[config.mk]
export PLATFORM = sky130hd
export DESIGN_NAME = ts_pkt_buffer_writer
export DESIGN_NICKNAME = d
export VERILOG_FILES = /design/src/rtl/ts_pkt_buffer_writer_pkg.sv /design/src/rtl/ts_flow_table.sv /design/src/rtl/ts_pkt_buffer_writer.sv
export SDC_FILE = /design/constraint.sdc
export NUM_CORES = 1
export LEC_CHECK = 0
export ABC_AREA = 1
export CAP_MARGIN = 15
export CORE_UTILIZATION = 45
export CTS_BUF_LIST = sky130_fd_sc_hd__clkbuf_2
export CTS_CLUSTER_DIAMETER = 200
export CTS_CLUSTER_SIZE = 14
export DETAILED_ROUTE_END_ITERATION = 8
export PLACE_DENSITY = 0.76
export RECOVER_POWER = 25
export SYNTH_ARGS = -nofsm -noshare
export SYNTH_HDL_FRONTEND = slang
export SYNTH_HIERARCHICAL = 1
export SYNTH_SLANG_ARGS = --single-unit
[constraint.sdc]
create_clock -name i_clk -period 3.5 [get_ports i_clk]
set_input_delay 0.35 -clock i_clk [delete_from_list [all_inputs] [get_ports i_clk]]
set_output_delay 0.35 -clock i_clk [all_outputs]
set_load 0.01 [all_outputs]
[src/rtl/ts_pkt_buffer_writer_pkg.sv]
// ---------------------------------------------------------------------------
// Package: ts_pkt_buffer_writer_pkg
// Purpose: shared widths, packet type codes and the writer FSM encoding for
//          the TS packet buffer writer and its flow table.
// Ports  : none (package)
// ---------------------------------------------------------------------------
package ts_pkt_buffer_writer_pkg;

    localparam int BUFID_W_DEF     = 9;
    localparam int WORD_ADDR_W_DEF = 7;
    localparam int BYTE_LANES      = 16;
    localparam int CTRL_W          = 19;
    localparam int FLOW_W          = 5;
    localparam int FLOWS           = 32;

    // Packet type codes carried in ctrl[18:16]
    localparam logic [2:0] TYPE_TS0  = 3'b000;
    localparam logic [2:0] TYPE_TS1  = 3'b001;
    localparam logic [2:0] TYPE_TS2  = 3'b010;
    localparam logic [2:0] TYPE_NMAC = 3'b101;

    typedef enum logic [1:0] {
        ST_IDLE    = 2'd0,
        ST_WRITE   = 2'd1,
        ST_DISCARD = 2'd2
    } wr_state_e;

    // TS packets are parked in the flow table instead of being forwarded
    function automatic logic is_ts_type(input logic [2:0] pkt_type);
        return (pkt_type == TYPE_TS0) || (pkt_type == TYPE_TS1) ||
               (pkt_type == TYPE_TS2);
    endfunction

endpackage

[src/rtl/ts_flow_table.sv]
// ---------------------------------------------------------------------------
// Module : ts_flow_table
// Purpose: 32-entry per-flow table of parked TS packet BUFIDs plus the
//          occupancy vector. Arbitrates a commit and an inject that land in
//          the same cycle: the inject sees the old entry, the commit's set wins.
// Ports  : i_clk, i_rst_n      clock, async active-low reset
//          i_commit           write iv_commit_bufid to flow iv_commit_flow
//          i_inject           request the BUFID parked at iv_inject_flow
//          ov_ts_cnt          occupancy vector, bit n = flow n occupied
//          ov_inject_bufid    BUFID returned with o_inject_valid
//          o_inject_valid     1-cycle pulse, request hit an occupied flow
//          o_inject_miss      1-cycle pulse, request hit an empty flow
// ---------------------------------------------------------------------------
module ts_flow_table
    import ts_pkt_buffer_writer_pkg::*;
#(
    parameter int BUFID_W = BUFID_W_DEF
) (
    input  logic                i_clk,
    input  logic                i_rst_n,
    input  logic                i_commit,
    input  logic [4:0]          iv_commit_flow,
    input  logic [BUFID_W-1:0]  iv_commit_bufid,
    input  logic                i_inject,
    input  logic [4:0]          iv_inject_flow,
    output logic [31:0]         ov_ts_cnt,
    output logic [BUFID_W-1:0]  ov_inject_bufid,
    output logic                o_inject_valid,
    output logic                o_inject_miss
);

    logic [BUFID_W-1:0] r_table_r [FLOWS];
    logic [31:0]        r_cnt_r;
    logic [31:0]        w_cnt_nxt_s;
    logic               w_hit_s;
    logic [BUFID_W-1:0] r_inj_bufid_r;
    logic               r_inj_valid_r;
    logic               r_inj_miss_r;

    assign w_hit_s = i_inject & r_cnt_r[iv_inject_flow];

    // Next occupancy: inject clears first so a same-cycle commit set wins
    always_comb begin
        w_cnt_nxt_s = r_cnt_r;
        if (w_hit_s) begin
            w_cnt_nxt_s[iv_inject_flow] = 1'b0;
        end else begin
            w_cnt_nxt_s = w_cnt_nxt_s;
        end
        if (i_commit) begin
            w_cnt_nxt_s[iv_commit_flow] = 1'b1;
        end else begin
            w_cnt_nxt_s = w_cnt_nxt_s;
        end
    end

    // Table, occupancy and inject response registers
    always_ff @(posedge i_clk or negedge i_rst_n) begin
        if (!i_rst_n) begin
            r_cnt_r       <= 32'h0000_0000;
            r_inj_bufid_r <= {BUFID_W{1'b0}};
            r_inj_valid_r <= 1'b0;
            r_inj_miss_r  <= 1'b0;
            for (int i = 32'sd0; i < FLOWS; i = i + 32'sd1) begin
                r_table_r[i] <= {BUFID_W{1'b0}};
            end
        end else begin
            r_cnt_r       <= w_cnt_nxt_s;
            r_inj_valid_r <= w_hit_s;
            r_inj_miss_r  <= i_inject & ~r_cnt_r[iv_inject_flow];
            if (w_hit_s) begin
                r_inj_bufid_r <= r_table_r[iv_inject_flow];
            end
            if (i_commit) begin
                r_table_r[iv_commit_flow] <= iv_commit_bufid;
            end
        end
    end

    assign ov_ts_cnt       = r_cnt_r;
    assign ov_inject_bufid = r_inj_bufid_r;
    assign o_inject_valid  = r_inj_valid_r;
    assign o_inject_miss   = r_inj_miss_r;

endmodule

[src/rtl/ts_pkt_buffer_writer.sv]
// ---------------------------------------------------------------------------
// Module : ts_pkt_buffer_writer
// Purpose: packs the monitor's 9-bit byte stream into 128-bit buffer words,
//          allocates one BUFID per packet, parks TS packets in the per-flow
//          table and emits descriptors for all other packets.
// Ports  : i_clk/i_rst_n                clock, async active-low reset
//          iv_data/i_data_wr            byte stream, [8] marks head and tail
//          iv_ctrl_data                 type/flow, sampled with the head byte
//          iv_bufid/i_bufid_empty/o_bufid_rd  free-BUFID FIFO (show-ahead)
//          ov_wdata/ov_waddr/o_wr       buffer write port
//          ov_ts_cnt                    per-flow occupancy to the monitor
//          i_ts_inject/iv_ts_inject_flow, ov_ts_inject_bufid,
//          o_ts_inject_valid/o_ts_inject_miss  scheduler inject interface
//          ov_desc/o_desc_wr            forwarding descriptor {ctrl, bufid}
//          o_nobuf_drop_pulse/o_truncate_pulse  drop events
// ---------------------------------------------------------------------------
module ts_pkt_buffer_writer
    import ts_pkt_buffer_writer_pkg::*;
#(
    parameter int BUFID_W     = BUFID_W_DEF,
    parameter int WORD_ADDR_W = WORD_ADDR_W_DEF
) (
    input  logic                         i_clk,
    input  logic                         i_rst_n,
    input  logic [8:0]                   iv_data,
    input  logic                         i_data_wr,
    input  logic [18:0]                  iv_ctrl_data,
    input  logic [BUFID_W-1:0]           iv_bufid,
    input  logic                         i_bufid_empty,
    output logic                         o_bufid_rd,
    output logic [127:0]                 ov_wdata,
    output logic [BUFID_W+WORD_ADDR_W-1:0] ov_waddr,
    output logic                         o_wr,
    output logic [31:0]                  ov_ts_cnt,
    input  logic                         i_ts_inject,
    input  logic [4:0]                   iv_ts_inject_flow,
    output logic [BUFID_W-1:0]           ov_ts_inject_bufid,
    output logic                         o_ts_inject_valid,
    output logic                         o_ts_inject_miss,
    output logic [19+BUFID_W-1:0]        ov_desc,
    output logic                         o_desc_wr,
    output logic                         o_nobuf_drop_pulse,
    output logic                         o_truncate_pulse
);

    wr_state_e                        r_state_r, w_state_nxt_s;
    logic [BUFID_W-1:0]               r_bufid_r, w_bufid_nxt_s;
    logic [18:0]                      r_ctrl_r, w_ctrl_nxt_s;
    logic [127:0]                     r_lanes_r, w_lanes_nxt_s;
    logic [3:0]                       r_lane_r, w_lane_nxt_s;
    logic [WORD_ADDR_W-1:0]           r_off_r, w_off_nxt_s;
    logic                             r_full_r, w_full_nxt_s;
    logic                             r_trunc_r, w_trunc_nxt_s;
    logic                             r_bufid_rd_r, w_bufid_rd_nxt_s;
    logic [127:0]                     r_wdata_r, w_wdata_nxt_s;
    logic [BUFID_W+WORD_ADDR_W-1:0]   r_waddr_r, w_waddr_nxt_s;
    logic                             r_wr_r, w_wr_nxt_s;
    logic [19+BUFID_W-1:0]            r_desc_r, w_desc_nxt_s;
    logic                             r_desc_wr_r, w_desc_wr_nxt_s;
    logic                             r_nobuf_r, w_nobuf_nxt_s;
    logic                             r_trunc_pulse_r, w_trunc_pulse_nxt_s;
    logic                             w_commit_s;
    logic                             w_mark_s;
    logic [6:0]                       w_hi_s;
    logic [127:0]                     w_word_s;

    assign w_mark_s = i_data_wr & iv_data[8];
    // Lane k occupies bits [127-8k -: 8], so the first byte lands in [127:120]
    assign w_hi_s   = 7'd127 - {r_lane_r, 3'b000};

    // Current word with the incoming byte inserted at the current lane
    always_comb begin
        w_word_s = r_lanes_r;
        w_word_s[w_hi_s -: 8] = iv_data[7:0];
    end

    // FSM next state, packer and output strobes
    always_comb begin
        w_state_nxt_s       = r_state_r;
        w_bufid_nxt_s       = r_bufid_r;
        w_ctrl_nxt_s        = r_ctrl_r;
        w_lanes_nxt_s       = r_lanes_r;
        w_lane_nxt_s        = r_lane_r;
        w_off_nxt_s         = r_off_r;
        w_full_nxt_s        = r_full_r;
        w_trunc_nxt_s       = r_trunc_r;
        w_bufid_rd_nxt_s    = 1'b0;
        w_wdata_nxt_s       = r_wdata_r;
        w_waddr_nxt_s       = r_waddr_r;
        w_wr_nxt_s          = 1'b0;
        w_desc_nxt_s        = r_desc_r;
        w_desc_wr_nxt_s     = 1'b0;
        w_nobuf_nxt_s       = 1'b0;
        w_trunc_pulse_nxt_s = 1'b0;
        w_commit_s          = 1'b0;
        case (r_state_r)
            ST_IDLE: begin
                if (w_mark_s && !i_bufid_empty) begin
                    w_bufid_rd_nxt_s = 1'b1;
                    w_bufid_nxt_s    = iv_bufid;
                    w_ctrl_nxt_s     = iv_ctrl_data;
                    w_lanes_nxt_s    = {iv_data[7:0], 120'h0};
                    w_lane_nxt_s     = 4'd1;
                    w_off_nxt_s      = {WORD_ADDR_W{1'b0}};
                    w_full_nxt_s     = 1'b0;
                    w_trunc_nxt_s    = 1'b0;
                    w_state_nxt_s    = ST_WRITE;
                end else if (w_mark_s) begin
                    w_nobuf_nxt_s    = 1'b1;
                    w_state_nxt_s    = ST_DISCARD;
                end else begin
                    w_state_nxt_s    = ST_IDLE;
                end
            end
            ST_WRITE: begin
                if (i_data_wr) begin
                    if (r_full_r) begin
                        // Buffer exhausted: drop the byte, flag only the first drop
                        w_trunc_pulse_nxt_s = ~r_trunc_r;
                        w_trunc_nxt_s       = 1'b1;
                    end else if ((r_lane_r == 4'd15) || iv_data[8]) begin
                        w_wr_nxt_s    = 1'b1;
                        w_wdata_nxt_s = w_word_s;
                        w_waddr_nxt_s = {r_bufid_r, r_off_r};
                        w_lanes_nxt_s = 128'h0;
                        w_lane_nxt_s  = 4'd0;
                        w_off_nxt_s   = r_off_r + {{(WORD_ADDR_W-1){1'b0}}, 1'b1};
                        w_full_nxt_s  = (r_off_r == {WORD_ADDR_W{1'b1}});
                    end else begin
                        w_lanes_nxt_s = w_word_s;
                        w_lane_nxt_s  = r_lane_r + 4'd1;
                    end
                    // Commit in the tail cycle so it becomes visible with the last write
                    if (iv_data[8]) begin
                        w_state_nxt_s = ST_IDLE;
                        if (is_ts_type(r_ctrl_r[18:16])) begin
                            w_commit_s = 1'b1;
                        end else begin
                            w_desc_wr_nxt_s = 1'b1;
                            w_desc_nxt_s    = {r_ctrl_r, r_bufid_r};
                        end
                    end else begin
                        w_state_nxt_s = ST_WRITE;
                    end
                end else begin
                    w_state_nxt_s = ST_WRITE;
                end
            end
            ST_DISCARD: begin
                if (w_mark_s) begin
                    w_state_nxt_s = ST_IDLE;
                end else begin
                    w_state_nxt_s = ST_DISCARD;
                end
            end
            default: begin
                w_state_nxt_s = ST_IDLE;
            end
        endcase
    end

    // State, packer context and registered outputs
    always_ff @(posedge i_clk or negedge i_rst_n) begin
        if (!i_rst_n) begin
            r_state_r       <= ST_IDLE;
            r_bufid_r       <= {BUFID_W{1'b0}};
            r_ctrl_r        <= 19'h0;
            r_lanes_r       <= 128'h0;
            r_lane_r        <= 4'd0;
            r_off_r         <= {WORD_ADDR_W{1'b0}};
            r_full_r        <= 1'b0;
            r_trunc_r       <= 1'b0;
            r_bufid_rd_r    <= 1'b0;
            r_wdata_r       <= 128'h0;
            r_waddr_r       <= {(BUFID_W+WORD_ADDR_W){1'b0}};
            r_wr_r          <= 1'b0;
            r_desc_r        <= {(19+BUFID_W){1'b0}};
            r_desc_wr_r     <= 1'b0;
            r_nobuf_r       <= 1'b0;
            r_trunc_pulse_r <= 1'b0;
        end else begin
            r_state_r       <= w_state_nxt_s;
            r_bufid_r       <= w_bufid_nxt_s;
            r_ctrl_r        <= w_ctrl_nxt_s;
            r_lanes_r       <= w_lanes_nxt_s;
            r_lane_r        <= w_lane_nxt_s;
            r_off_r         <= w_off_nxt_s;
            r_full_r        <= w_full_nxt_s;
            r_trunc_r       <= w_trunc_nxt_s;
            r_bufid_rd_r    <= w_bufid_rd_nxt_s;
            r_wdata_r       <= w_wdata_nxt_s;
            r_waddr_r       <= w_waddr_nxt_s;
            r_wr_r          <= w_wr_nxt_s;
            r_desc_r        <= w_desc_nxt_s;
            r_desc_wr_r     <= w_desc_wr_nxt_s;
            r_nobuf_r       <= w_nobuf_nxt_s;
            r_trunc_pulse_r <= w_trunc_pulse_nxt_s;
        end
    end

    ts_flow_table #(
        .BUFID_W (BUFID_W)
    ) u_flow_table (
        .i_clk           (i_clk),
        .i_rst_n         (i_rst_n),
        .i_commit        (w_commit_s),
        .iv_commit_flow  (r_ctrl_r[15:11]),
        .iv_commit_bufid (r_bufid_r),
        .i_inject        (i_ts_inject),
        .iv_inject_flow  (iv_ts_inject_flow),
        .ov_ts_cnt       (ov_ts_cnt),
        .ov_inject_bufid (ov_ts_inject_bufid),
        .o_inject_valid  (o_ts_inject_valid),
        .o_inject_miss   (o_ts_inject_miss)
    );

    assign o_bufid_rd         = r_bufid_rd_r;
    assign ov_wdata           = r_wdata_r;
    assign ov_waddr           = r_waddr_r;
    assign o_wr               = r_wr_r;
    assign ov_desc            = r_desc_r;
    assign o_desc_wr          = r_desc_wr_r;
    assign o_nobuf_drop_pulse = r_nobuf_r;
    assign o_truncate_pulse   = r_trunc_pulse_r;

endmodule

==> metrics.txt, run 1 <==
routed len/inst 18.06 µm; Leak 0.01647 µW; IO Count around 270; Max VDD drop around 0.00036 V; WL final 88330 µm; GRT Resource Usage Total between 20% and 30%; min Tclk post-route 2.871 ns; Initial Util 45.57%; # setup viols final 0; cell total after placement about 4.8k; Avg Cell Area, Syn between 8 and 9 µm²; Area Overhead vs Synth 13.05%; vias per inst 5.444; CP endpoint kind flop; CTS tree built; Pre-Repair DR Iteration Count 6; synth unique cells 30; Post-Synthesis Cells 3821; Placer Congestion 0.9012; RSZ-0062 raised after global routing false; post-synthesis sequential area ratio 55.33%; period utilisation layout 82.04%; worst slew pin tran 2.087 ns; Fillers 6281; Worst-path clk slew about 0.25 ns; Worst Hold Class in -> reg; kind of start point of the critical path flop; Worst Path Arrival around 3.8 ns; Cell Area, Synth ~0.031 mm²; maximum fanout along the worst path 19; failing checks max-capacitance violations, max-slew violations; total negative slack 0 ns; clock latency at the later pin of the worst-skew pair ~1.3 ns; commonest non-fill, non-tap cell in the layout nand2_1; pwr dens 480.2 mW/mm²; via count of the first global-routing pass 24.95k; syn_nets 3874; final hold violation count 0; post-route non-filler standard cell count 4892; # DRC 0; ANT nets after route 0; via count approximately 27k; Rows 95; Final nets 4065; Die Area 0.06930 mm²; DRT iter0 DRCs 3026; gr ovfl total 0; Clock Skew 0.1700 ns; Final Util about half; CTS Sinks 679; layout cell share with drive strength beyond 1 4.833%; die span in y 263.2 µm; fmax 348.3 MHz; MaxCap Viol Count 1; fin. max-slew vios 11; first-pass GRT wire length 141400 µm; Synth area leaders dfrtp_1 (55%), nand2_1 (18%), o21ai_0 (8.6%); Port Buffers 266; kind of critical path reg -> reg; Critical Path RT 4.45 ns; total design power 16670 µW; most frequent cells in the layout nand2_1 (1488), dfrtp_1 (679), o21ai_0 (529); Slew headroom -39.13%; post-synth top area share 55.33%; antenna violations before repair 5; Root Driver clkbuf_2; outcome finished, violations left; core area roughly 0.067 mm²; CTS buffer count 54; R2R Setup Slk 0.63 ns; H-tree lvl count 2; post-synth top area cell dfrtp_1; Synth Warn # 6; largest net degree at the start of global routing 144; dpl hpwl 56950 µm; #FFs+latches synth 679; clock buffer depth 3; Die Wd 263.2 µm
-- power by group --
part	switching (µW)	leakage (µW)	total, µW	internal, µW
Sequential	663	0.00925	9400	8740
Combinational	2770	0.00697	4300	1530
Clock	2480	0.000252	2970	495
Total	5910	0.0165	16700	10800
-- flip-flops by register name, indices dropped and copies added, names as in the netlist, 2 cells and up --
name                          flops
r_off_r                           7
u_flow_table/r_table_r          288
r_lanes_r                       128
ov_wdata                        128
u_flow_table/ov_inject_bufid      9
r_lane_r                          4
r_state_r                         2
r_ctrl_r                         19
ov_desc                          28
r_bufid_r                         9
u_flow_table/ov_ts_cnt           32
ov_waddr                         16
-- layer usage --
layer / share of wire, % / vias up / GRT usage, % / wire length [µm]
li1: - / 12600 / - / -
met1: 42 / 12620 / 35.39 / 36810
met2: 45 / 1224 / 39.37 / 40150
met3: 9.0 / 182 / 5.042 / 7969
met4: 3.8 / 2 / 9.546 / 3385
met5: 0.014 / - / 0 / 12
-- through the flow --
step	hold slack, ns	setup slack, ns	instance area (µm²)
finish	0.1167	0.6286	34720
global route	0.1244	0.5522	34720
CTS	0.001794	0.7104	34720
detailed placement	0.3828	0.4389	33940
global placement	0.3850	0.4557	33920
floorplan	0.05441	1.512	30710
-- cell type report --
class	count	area (µm²)	share of cell area (%)
Sequential cell	679	16990	48.94
Multi-Input combinational cell	2744	11950	34.43
Timing Repair Buffer	371	3735	10.76
Tap cell	873	1092	3.146
Inverter	162	611.8	1.762
Clock buffer	54	270.3	0.7784
Clock inverter	4	51.30	0.1478
Antenna cell	5	12.51	0.03604
-- cell usage after synthesis --
| cell | instances |
|---|---|
| nand2_1 | 1488 |
| dfrtp_1 | 679 |
| o21ai_0 | 529 |
| nand3_1 | 313 |
| nor2_1 | 207 |
| inv_1 | 140 |
| clkbuf_1 | 94 |
| buf_2 | 78 |
| nand4_1 | 57 |
| o21ai_1 | 54 |
| buf_4 | 39 |
| nand2_2 | 34 |
| inv_2 | 21 |
| a21oi_1 | 19 |
| clkbuf_2 | 16 |
| nor3_1 | 10 |
| nor3_4 | 7 |
| ha_1 | 6 |
| buf_1 | 5 |
| nor2_4 | 5 |
| buf_6 | 4 |
| nor3_2 | 4 |
| nor2_2 | 3 |
| nand3_2 | 2 |
| xor2_1 | 2 |
| clkinv_1 | 1 |
| o31ai_1 | 1 |
| or2_0 | 1 |
| or2_2 | 1 |
| xnor2_1 | 1 |
-- worst max-delay path, cell delays in order (launching register included) --
cell	delay, ns
dfrtp_1	0.49
inv_2	0.07
nor2_4	0.18
nand2_1	0.17
nor2_1	0.24
inv_1	0.21
nor3_4	0.63
nand2_2	0.39
nand2_1	0.15
o21ai_0	0.09
-- worst paths after layout --
path	start	to	cells past startpoint
worst max-delay path	r_state_r[0]$_DFF_PN0_	u_flow_table/r_table_r[183]$_DFFE_PN0P_	9
worst min-delay path	iv_ts_inject_flow[0]	u_flow_table/ov_inject_bufid[0]$_DFFE_PN0N_	10
worst max register to register	r_state_r[0]$_DFF_PN0_	u_flow_table/r_table_r[183]$_DFFE_PN0P_	9
worst min register to register	r_ctrl_r[4]$_DFFE_PN0P_	ov_desc[13]$_DFFE_PN0P_	2
max in group asynchronous	i_rst_n	r_lanes_r[9]$_DFFE_PN0P_	4
min in group asynchronous	i_rst_n	u_flow_table/r_table_r[72]$_DFFE_PN0P_	4
-- cells by family (layout without fill, tap and decap cells) --
| logic type | after synthesis | after routing | synth area share, % |
|---|---|---|---|
| compound gates | 603 | 603 | 9.835 |
| xor+xnor | 3 | 3 | 0.08557 |
| fa+ha+maj | 6 | 6 | 0.2444 |
| buf+inv | 398 | 591 | 5.822 |
| flops | 679 | 679 | 55.33 |
| other cells | 0 | 5 | 0 |
| simple gates | 2132 | 2132 | 28.69 |
-- repair_timing --
| item | in CTS | in global routing |
|---|---|---|
| endpoints found under the hold margin | 737 | 0 |
| hold buffers | 44 | 0 |
| gates resized for setup | 0 | 0 |
| buffers inserted | 0 | 0 |
(Power assumes the default switching activity.)
==> run 2: changes to the inputs <==
--- a/config.mk
+++ b/config.mk
@@ -12,7 +12,7 @@
 export CTS_CLUSTER_DIAMETER = 200
 export CTS_CLUSTER_SIZE = 14
 export DETAILED_ROUTE_END_ITERATION = 8
-export PLACE_DENSITY = 0.76
+export PLACE_DENSITY = 0.78
 export RECOVER_POWER = 25
 export SYNTH_ARGS = -nofsm -noshare
 export SYNTH_HDL_FRONTEND = slang
==> constraint.sdc (replaced) <==
create_clock -name i_clk -period 2.3 [get_ports i_clk]
set_input_delay 0.23 -clock i_clk [delete_from_list [all_inputs] [get_ports i_clk]]
set_output_delay 0.23 -clock i_clk [all_outputs]
set_load 0.01 [all_outputs]
==> metrics.txt, run 2 (same netlist as run 1, synthesis figures left out) <==
via count of the first global-routing pass 26.31k (+5.5%); dpl hpwl 59200 µm (+3.9%); IO Count 267 (unchanged); total negative slack 0 ns (unchanged); pwr dens 709.6 mW/mm² (+48%); first-pass GRT wire length 144700 µm (+2.3%); worst hold path endpoint r_bufid_r[0]$_DFFE_PN0P_; kind of start point of the critical path flop; CP bufs+invs 1 (-1); Worst Reg-to-Reg Cells 6 (-3); Slew headroom 30.63% (+70 points); Comb power frac 26.2% (+0.4 points); CP cell instances clkdlybuf4s15_1; most frequent cells in the layout nand2_1 (1487), dfrtp_1 (675), o21ai_0 (525); Seq pwr share 56.2% (-0.2 points); min-delay src iv_bufid[0]; Worst Hold Class in -> reg; maximum fanout along the worst path 2 (-17); Slowest-stage cell, CP dfrtp_1; Leak 0.01798 µW (+9.2%); largest reg by FF count u_flow_table/r_table_r; Placer Congestion 0.8997 (-0.17%); Fillers 6121 (-2.5%); Clock Skew 0.1433 ns (-0.02668 ns); layout cell share with drive strength beyond 1 8.267% (+3.4 points); Die Area 0.06930 mm² (unchanged); largest net degree at the start of global routing 119 (-17%); routed len/inst 17.84 µm (-1.2%); clock buffer depth 3 (unchanged); CP max stage delay 0.51 ns (-0.12 ns); ANT nets after route 0 (unchanged); H-tree lvl count 2 (unchanged); via count 27.58k (+3.5%); MaxCap Viol Count 0 (-1); GRT Resource Usage Total 25.96% (+0.53 points); Area Overhead vs Synth 16.66%; Initial Util 45.57% (unchanged); Worst-path clk slew 0.27 ns (+0.02 ns); gr ovfl total 0 (unchanged); vias per inst 5.474 (+0.54%); Max VDD drop 0.0005224 V (+45%); Port Buffers 266 (unchanged); Final nets 4213 (+3.6%); CTS buffer count 54 (unchanged); Root Driver clkbuf_2; final hold violation count 0 (unchanged); RSZ-0062 raised after global routing true; R2R Setup Slk 0.07 ns (-0.56 ns); P_int 16340 µW (+52%); min Tclk post-route 2.239 ns; R2R Path End ov_wdata[48]$_DFFE_PN0P_; post-route non-filler standard cell count 5038 (+3.0%); Switch Pwr 9088 µW (+54%); outcome finished clean; Rows 95 (unchanged); CP endpoint kind output port; WHS Path Cells 4 (-6); Clock power frac 17.6% (-0.2 points); antenna violations before repair 5 (unchanged); # setup viols final 0 (unchanged); kind of critical path reg -> out; fmax 446.6 MHz; CTS tree built; WL final 89860 µm (+1.7%); DRT iter0 DRCs 2932 (-3.1%); commonest non-fill, non-tap cell in the layout nand2_1; Reg2Reg Launch Point r_lane_r[1]$_DFFE_PN0P_; fin. max-slew vios 0 (-11); sw frac 35.75% (+0.29 points); cell total after placement 4872 (+1.8%); Pre-Repair DR Iteration Count 8 (+2); die span in y 263.2 µm (unchanged); Critical Path RT 2.07 ns (-2.38 ns); CP top delay family flip-flops; worst slew pin tran 1.041 ns (-1.046 ns); max FFs per register 288 (unchanged); # DRC 0 (unchanged); core area 0.06740 mm² (unchanged); Die Wd 263.2 µm (unchanged); period utilisation layout 97.35%; clock latency at the later pin of the worst-skew pair 1.24 ns (about the same); CTS Sinks 679 (unchanged); Worst Path Arrival 2.01 ns (-1.81 ns)
run 2: metrics by stage:
step           worst slack (ns)  instance area, µm²  hold slack, ns  utilization [%]  total power, µW
2_1_floorplan            0.3120               30710        -0.06559                -            17620
3_3_place_gp           -0.09498               34830          0.2026            51.68            20940
3_5_place_dp            -0.1871               34830          0.2016            51.68            21080
4_1_cts               0.0002018               35850        0.001108            53.19            25430
5_1_grt                -0.09395               35830         0.02996            53.16            26720
6_report                0.06095               35830         0.09004            53.16            25420
run 2: timing repair:
| action | in CTS | in global routing |
|---|---|---|
| endpoints found under the setup margin | 230 | 408 |
| setup buffers | 41 | 5 |
| pin swaps | 0 | 1 |
| hold buffers | 59 | 1 |
| resized for setup | 311 | 40 |
| endpoints found under the hold margin | 792 | 2 |
run 2: worst max path at each step:
stage                                    startpoint                                       to  cells past startpoint
2_1_floorplan                r_state_r[0]$_DFF_PN0_  u_flow_table/r_table_r[144]$_DFFE_PN0P_                     10
3_3_place_gp                              i_data_wr     u_flow_table/ov_ts_cnt[10]$_DFF_PN0_                     12
3_5_place_dp                              i_data_wr  u_flow_table/r_table_r[194]$_DFFE_PN0P_                     12
4_1_cts        u_flow_table/ov_ts_cnt[14]$_DFF_PN0_                            ov_ts_cnt[14]                      1
5_1_grt                     r_lane_r[1]$_DFFE_PN0P_                 ov_wdata[53]$_DFFE_PN0P_                      6
6_report       u_flow_table/ov_ts_cnt[30]$_DFF_PN0_                            ov_ts_cnt[30]                      1
run 2: metal layers:
layer	GRT usage, %	vias up	routed length, µm
met5	0	-	13
met4	10.83	2	4049
met1	35.20	13120	36850
li1	-	12910	-
met2	41.40	1294	41600
met3	4.349	251	7344
run 2: final cells by class:
class,count,area [µm²],share of cell area (%)
Clock buffer,54,270.3,0.7543
Timing Repair Buffer,519,4755,13.27
Sequential cell,679,17000,47.44
Tap cell,873,1092,3.049
Antenna cell,4,10.01,0.02794
Multi-Input combinational cell,2744,12040,33.61
Inverter,162,615.6,1.718
Clock inverter,3,46.29,0.1292
run 2: power groups by stage:
stage / Clock [µW] / Combinational, µW / Sequential (µW)
finish: 4470 / 6660 / 14300
global route: 5020 / 7270 / 14400
CTS: 4620 / 6570 / 14200
detailed placement: 0 / 6600 / 14500
global placement: 0 / 6490 / 14400
floorplan: 0 / 3080 / 14500
